$ cat src/rtl/sha256_sched_ctrl.sv
// rtl/sha256_sched_ctrl.sv - SHA-256 message-schedule sequencer (W0..W63 from one 16-word block)
//
// Loads one 512-bit block as 16 serial words, then emits the 64-word message
// schedule, one word per w_valid/w_ready handshake.
//
// Ports:
//   clk        system clock, rising edge
//   rst_n      asynchronous active-low reset
//   flush      synchronous abort back to LOAD, all counts cleared
//   in_valid   input word valid
//   in_ready   block can accept an input word (high in LOAD)
//   in_data    message word, W0 first
//   w_valid    schedule word valid (high in EMIT)
//   w_ready    round engine accepts the word
//   w_data     schedule word Wt
//   w_idx      index t of w_data
//   busy       high in EMIT
//   done       one-cycle pulse after W63 transfers
//   stall_cnt  saturating count of w_valid && !w_ready cycles (SCHED_STALL_CNT_EN only)
//
// Optional feature macro: SCHED_STALL_CNT_EN

module sha256_sched_ctrl #(
  parameter int WORD_W    = 32,
  parameter int NUM_WORDS = 64,
  parameter int BLK_WORDS = 16
) (
  input  logic              clk,
  input  logic              rst_n,
  input  logic              flush,
  input  logic              in_valid,
  output logic              in_ready,
  input  logic [WORD_W-1:0] in_data,
  output logic              w_valid,
  input  logic              w_ready,
  output logic [WORD_W-1:0] w_data,
  output logic [5:0]        w_idx,
  output logic              busy,
  output logic              done
`ifdef SCHED_STALL_CNT_EN
  ,
  output logic [15:0]       stall_cnt
`endif
);

  localparam int LCW = $clog2(BLK_WORDS);
  localparam logic [LCW-1:0] LOAD_LAST  = LCW'(BLK_WORDS - 1);
  localparam logic [5:0]     T_LAST     = 6'(NUM_WORDS - 1);
  localparam logic [5:0]     T_FIRST_EX = 6'(BLK_WORDS);

  typedef enum logic {
    LOAD = 1'b0,
    EMIT = 1'b1
  } state_t;

  state_t             state_q, state_d;
  logic [LCW-1:0]     load_cnt_q, load_cnt_d;
  logic [5:0]         t_q, t_d;
  logic               done_q, done_d;
  logic [WORD_W-1:0]  win_q [BLK_WORDS];
  logic [WORD_W-1:0]  win_d [BLK_WORDS];

  logic               in_xfer;
  logic               w_xfer;
  logic [WORD_W-1:0]  expand_word;

  function automatic logic [WORD_W-1:0] rotr(input logic [WORD_W-1:0] x, input int n);
    return (x >> n) | (x << (WORD_W - n));
  endfunction

  function automatic logic [WORD_W-1:0] sigma0(input logic [WORD_W-1:0] x);
    return rotr(x, 7) ^ rotr(x, 18) ^ (x >> 3);
  endfunction

  function automatic logic [WORD_W-1:0] sigma1(input logic [WORD_W-1:0] x);
    return rotr(x, 17) ^ rotr(x, 19) ^ (x >> 10);
  endfunction

  // Window slot k holds W[t-16+k]: slot 14 = W[t-2], 9 = W[t-7], 1 = W[t-15], 0 = W[t-16].
  assign expand_word = sigma1(win_q[14]) + win_q[9] + sigma0(win_q[1]) + win_q[0];

  always_comb begin
    state_d    = state_q;
    load_cnt_d = load_cnt_q;
    t_d        = t_q;
    done_d     = 1'b0;
    win_d      = win_q;

    in_ready = (state_q == LOAD);
    w_valid  = (state_q == EMIT);
    busy     = (state_q == EMIT);
    w_idx    = t_q;
    done     = done_q;
    w_data   = (t_q < T_FIRST_EX) ? win_q[0] : expand_word;

    in_xfer = in_valid && in_ready;
    w_xfer  = w_valid && w_ready;

    if (flush) begin
      state_d    = LOAD;
      load_cnt_d = '0;
      t_d        = '0;
    end else if (in_xfer) begin
      for (int i = 0; i < BLK_WORDS - 1; i++) win_d[i] = win_q[i+1];
      win_d[BLK_WORDS-1] = in_data;
      if (load_cnt_q == LOAD_LAST) begin
        load_cnt_d = '0;
        t_d        = '0;
        state_d    = EMIT;
      end else begin
        load_cnt_d = load_cnt_q + 1'b1;
      end
    end else if (w_xfer) begin
      // Echo phase re-appends win[0] (a pure rotate) so the window holds
      // W0..W15 again at t=16; expansion phase appends the new word. Both
      // cases push exactly the emitted word.
      for (int i = 0; i < BLK_WORDS - 1; i++) win_d[i] = win_q[i+1];
      win_d[BLK_WORDS-1] = w_data;
      if (t_q == T_LAST) begin
        state_d = LOAD;
        t_d     = '0;
        done_d  = 1'b1;
      end else begin
        t_d = t_q + 1'b1;
      end
    end
  end

  always_ff @(posedge clk or negedge rst_n) begin
    if (!rst_n) begin
      state_q    <= LOAD;
      load_cnt_q <= '0;
      t_q        <= '0;
      done_q     <= 1'b0;
      for (int i = 0; i < BLK_WORDS; i++) win_q[i] <= '0;
    end else begin
      state_q    <= state_d;
      load_cnt_q <= load_cnt_d;
      t_q        <= t_d;
      done_q     <= done_d;
      for (int i = 0; i < BLK_WORDS; i++) win_q[i] <= win_d[i];
    end
  end

`ifdef SCHED_STALL_CNT_EN
  logic [15:0] stall_q;

  always_ff @(posedge clk or negedge rst_n) begin
    if (!rst_n) begin
      stall_q <= '0;
    end else if (flush) begin
      stall_q <= '0;
    end else if (w_valid && !w_ready && (stall_q != 16'hFFFF)) begin
      stall_q <= stall_q + 16'd1;
    end
  end

  assign stall_cnt = stall_q;
`endif

endmodule

$ cat config.mk
export PLATFORM = sky130hd
export DESIGN_NAME = sha256_sched_ctrl
export DESIGN_NICKNAME = d
export VERILOG_FILES = /design/src/rtl/sha256_sched_ctrl.sv
export SDC_FILE = /design/constraint.sdc
export NUM_CORES = 1
export LEC_CHECK = 0
export BUFFER_PORTS_ARGS = -buffer_cell sky130_fd_sc_hd__buf_2
export CAP_MARGIN = 20
export CORE_ASPECT_RATIO = 2
export CORE_UTILIZATION = 55
export DETAILED_ROUTE_END_ITERATION = 12
export PLACE_DENSITY = 0.74
export SYNTH_ARGS = -nofsm -noshare
export SYNTH_HDL_FRONTEND = slang
export SYNTH_SLANG_ARGS = --single-unit
$ cat constraint.sdc
create_clock -name clk -period 10.4 [get_ports clk]
set_clock_uncertainty 0.15 [all_clocks]
set_input_delay 1.56 -clock clk [delete_from_list [all_inputs] [get_ports clk]]
set_output_delay 1.56 -clock clk [all_outputs]
set_load 0.01 [all_outputs]
# Word-level counts from Yosys, hierarchy flattened
# Cells that the tools add are included.
# totals
register_bits	524
inputBits	37
output_inout_bits	42
wordCells	68
# classes
add_sub_neg	5
magnitude_cmp	1
n_eq_ne	3
muxes	20
bitwise_logic	10
n_reduce_logical	9
# ops
operator	n
512-bit 2-to-1 mux	2
32-bit adder	3
32-bit bitwise XOR	2
32-bit 2-to-1 mux	1
13-bit by 32-bit bitwise OR with 32-bit output	1
14-bit by 32-bit bitwise OR with 32-bit output	1
15-bit by 32-bit bitwise OR with 32-bit output	1
25-bit by 32-bit bitwise OR with 32-bit output	1
32-bit by 22-bit bitwise XOR with 32-bit output	1
32-bit by 29-bit bitwise XOR with 32-bit output	1
6-bit 2-to-1 mux	5
4-bit 2-to-1 mux	3
1-bit 2-to-1 mux	9
6-bit by 1-bit adder with 6-bit output (second input constant)	1
6-bit equality test (second input constant)	1
6-bit by 5-bit less-than comparator with 1-bit output (second input constant)	1
3-bit nonzero test	2
4-bit by 1-bit adder with 4-bit output (second input constant)	1
4-bit equality test (second input constant)	1
2-bit AND reduction	2
2-bit nonzero test	2
3-bit by 2-bit inequality test with 1-bit output (second input constant)	1
3-bit AND reduction	1
1-bit logical AND	2
1-bit NOT	2

# Logic depth before layout (Yosys ltp)
# logic_depth
word_depth	9
depth_mapped	18
depth_no_buf	17

# Worst setup path after synthesis
# Ideal clock, no wire load.
# synth_timing
path_kind	flip-flop to output port
start	register win_q[56] (netlist name)
end	output port w_data[29]
arrival_time_ns	3.808
required_ns	8.690
slack_ns	4.882
path_stages_with_launch	15
path_buffers	1
cell_sequence	dfrtp_1 > clkbuf_1 > xor2_1 > xnor2_1 > fa_1 > fa_1 > inv_1 > ha_1 > a21o_1 > a31o_1 > or3_1 > o21ba_2 > a311oi_2 > mux2i_1 > nand2_1
# synth_via
elab_chain_len	7
elab_cells_between_ends	8
cone_classes	add/sub (3); mux (1); bitwise (4)
# synth_rtl
item	line	text
from (decl)	60	logic [WORD_W-1:0] win_q [BLK_WORDS];
13-bit by 32-bit bitwise OR with 32-bit output or 15-bit by 32-bit bitwise OR with 32-bit output (tied branches)	68	return (x >> n) | (x << (WORD_W - n));
32-bit bitwise XOR	76	return rotr(x, 17) ^ rotr(x, 19) ^ (x >> 10);
32-bit by 22-bit bitwise XOR with 32-bit output (*)	76	
32-bit adder (*) (3 in series)	80	assign expand_word = sigma1(win_q[14]) + win_q[9] + sigma0(win_q[1]) + win_q[0];
32-bit 2-to-1 mux (*)	94	w_data = (t_q < T_FIRST_EX) ? win_q[0] : expand_word;
to (decl)	36	output logic [WORD_W-1:0] w_data,
# Every way passes the cells marked *; elsewhere a longest branch is shown, timed or not.

# Worst setup path after layout
# layout_timing
start	register win_q[54] (netlist name)
end	output port w_data[8]
# layout_via
elab_chain_len	7
elab_cells_between_ends	8
cone_classes	add/sub (3); mux (1); bitwise (4)
# layout_rtl
item	line
13-bit by 32-bit bitwise OR with 32-bit output or 15-bit by 32-bit bitwise OR with 32-bit output (tied branches)	68
32-bit bitwise XOR (*)	76
32-bit by 22-bit bitwise XOR with 32-bit output (*)	76
32-bit adder (*) (3 in series)	80
32-bit 2-to-1 mux (*)	94
# Marked as above.

==> metrics.md <==
| Metric | Value |
|---|---|
| Status | finished, final reports clean |
| Yosys warns | 0 |
| Syn Inst Count | 2844 |
| # setup viols final | 0 |
| Worst Setup Start Kind | flop |
| Layout cells sized above 1 | 6.71% |
| Avg WL per Cell | 20.1 µm |
| Total Power | 7.74 mW |
| Final Hold Fails | 0 |
| DR vias | 18500 |
| Mux cell area share after synthesis | 0.687% |
| Clock Tree Buf Depth | 3 |
| Initial antenna violation count | 0 |
| Arr. time, crit path | 5.46 ns |
| Crit Path Max Fanout | 5 |
| Die span in y | 302 µm |
| CTS Sinks | 524 |
| Global route overflow | 0 |
| Hold WC Path Type | flop to flop |
| Synth Cell Area | 0.0248 mm² |
| Critical Path Start | win_q[54] |
| Die width | 152 µm |
| Post-CTS setup buffers | 0 |
| Drt first pass iters | 5 |
| Top FF cell, synth | dfrtp_1 |
| Pre-CTS WS | 3.90 ns |
| CTS root buf | clkbuf_16 |
| Worst hold margin | 0.300 ns |
| Vias in the first global route | 18300 |
| Num ports | 79 |
| Hold-critical path depth | 2 |
| Post-Route WL | 68.4 mm |
| Synth cell types | 63 |
| Post-synth net total | 2976 |
| Num rows | 109 |
| Worst-skew pair later-pin latency | 0.58 ns |
| GPL Wtd Cong | 0.971 |
| Slew Limit Fails | 0 |
| Initial Util | 55.9% |
| Unrepaired setup endpoints after global routing | no |
| Post-Synth Simple-Gate Area | 23.2% |
| Final nets | 2944 |
| Worst Reg-to-Reg Cells | 14 |
| PostCTS Resize Cnt | 0 |
| Die Area | 0.0459 mm² |
| Min cycle time layout | 7.17 ns |
| CTS tree | yes |
| Vias per cell | 5.43 |
| Hold_buf cts | 0 |
| TritonCTS Buffers | 47 |
| Yosys reg bits | 524 |
| Slew HR | 30.2% |
| Synthesized area per cell | 8.71 µm² |
| Core region area | 0.0443 mm² |
| Max-cap check violation count | 0 |
| Critical Path End Type | primary output |
| F_max | 0.139 GHz |
| Worst Hold Launch | win_q[406] |
| HPWL after DPL | 48.6 mm |
| Post-synth EDFFs | 0 |
| P per Cell Area | 286 mW/mm² |
| Largest net degree at the start of global routing | 183 |
| Sequential share of the synthesized area | 52.9% |
| Fin util | 61.0% |
| N_diodes | 0 |
| Synth Area in XOR/XNOR | 4.99% |
| First-pass GRT wire length | 106 mm |
| Post-synthesis compound-gate area fraction | 6.74% |
| Worst Tran Pin Value | 1.05 ns |
| Clk slew on worst S/H paths | 0.07 ns |
| Port Buf Inserts | 78 |
| Largest family of logic cells by synthesized area | simple AND/OR/NAND/NOR gates |
| H-tree depth | 2 |
| Area Overhead vs Synth | 9.23% |
| Reg-to-Reg Start | win_q[54] |
| Worst VDD drop | 0.196 mV |
| Antenna Nets Post-Route | 0 |
| Total GRT Usage | 30.9% |
| TNS Setup | 0 ns |
| Synth Area in Adders | 6.68% |
| Pleak | 14.5 nW |
| First-iteration detailed-routing DRC count | 1237 |
| Worst setup margin | 3.23 ns |
| Critical Path RT | 8.69 ns |
| DRC viols | 0 |
| Fin crit share | 68.9% |
| Async SR Flop Fraction | 100% |
| Worst setup path class | flop to primary output |
[power by group]
| group | switching [mW] | leakage, nW | total (mW) | internal, mW |
|---|---|---|---|---|
| combinational | 2.00 | 6.63 | 3.13 | 1.13 |
| sequential | 0.332 | 7.01 | 2.74 | 2.41 |
| clock | 0.785 | 0.812 | 1.87 | 1.09 |
[synthesized netlist by cell type (all sizes together) (5+ instances only)]
cell type / instances / share of area (%)
a21o: 18 / 0.55
a21oi: 58 / 1.2
a31oi: 5 / 0.13
and3: 11 / 0.28
buf: 27 / 0.56
clkbuf: 150 / 2.3
dfrtp: 524 / 53
fa: 62 / 5.0
ha: 33 / 1.7
inv: 131 / 2.0
mux2i: 17 / 0.69
nand2: 1353 / 21
nand2b: 10 / 0.25
nand3: 16 / 0.32
nand4: 5 / 0.13
nor2: 48 / 0.73
nor3: 13 / 0.26
o211ai: 6 / 0.20
o21a: 7 / 0.21
o21ai: 142 / 2.9
o22ai: 5 / 0.13
or3: 6 / 0.15
xnor2: 85 / 3.0
xor2: 56 / 2.0
[layer usage]
| layer | up-vias | GRT usage (%) | wire, µm |
|---|---|---|---|
| li1 | 8717 | - | - |
| met1 | 9136 | 37.3 | 26800 |
| met2 | 454 | 53.4 | 34400 |
| met3 | 149 | 2.78 | 2190 |
| met4 | 0 | 20.0 | 4910 |
| met5 | - | 0 | 0 |
[layout make-up]
class	instances	area, µm²
well taps	555	694
clock buffers	66	1390
multi-input cells	2012	10500
inverters	131	492
clock inverters	17	267
repair buffers	96	613
flip-flops and latches	524	13100
fillers	3823	17300
[sequential cells by signal, indices dropped and copies added (netlist names)]
register	flops
busy	1
done	1
w_idx	6
load_cnt_q	4
win_q	512
[worst max-delay path, cell delays in order (launching register included)]
cell and delay [ns]:
dfrtp_1 0.46, xor2_1 0.24, xnor2_1 0.55, fa_1 0.56, fa_1 0.43, inv_1 0.06
ha_1 0.26, and2_1 0.20, a221oi_2 0.52, nand2_1 0.17, a21o_1 0.21, a21oi_1 0.25
xor2_1 0.11, o21ai_0 0.58, buf_2 0.25
[logic make-up (layout without fill, tap and decap cells)]
logic type      count (synthesis)  in the layout
simple gates                 1480           1480
flops                         524            524
buf+inv                       308            310
xor+xnor                      141            141
compound gates                279            279
mux                            17             17
fa+ha+maj                      95             95
[through the flow]
step	instance area, µm²	cells
6_report	27100	3401
5_1_grt	27100	3401
4_1_cts	27000	3399
3_5_place_dp	25300	3316
3_3_place_gp	25300	3316
2_1_floorplan	24800	2844
[cells in the final DEF, fill, tap and decap left out, types with 49 or more instances in the layout]
cell	instances
a21oi_1	56
buf_2	77
clkbuf_16	49
dfrtp_1	524
fa_1	62
inv_1	131
nand2_1	1353
o21ai_0	138
xnor2_1	85
xor2_1	56
[final timing paths]
check                                  end  slack, ns
max in group asynchronous        win_q[28]       6.93
worst min-delay path            win_q[438]       0.30
worst max-delay path             w_data[8]       3.23
worst max register to register    win_q[8]       5.36
worst min register to register  win_q[438]       0.30
min in group asynchronous       win_q[323]       0.90
Note: power is estimated with default switching activity, not from simulation.
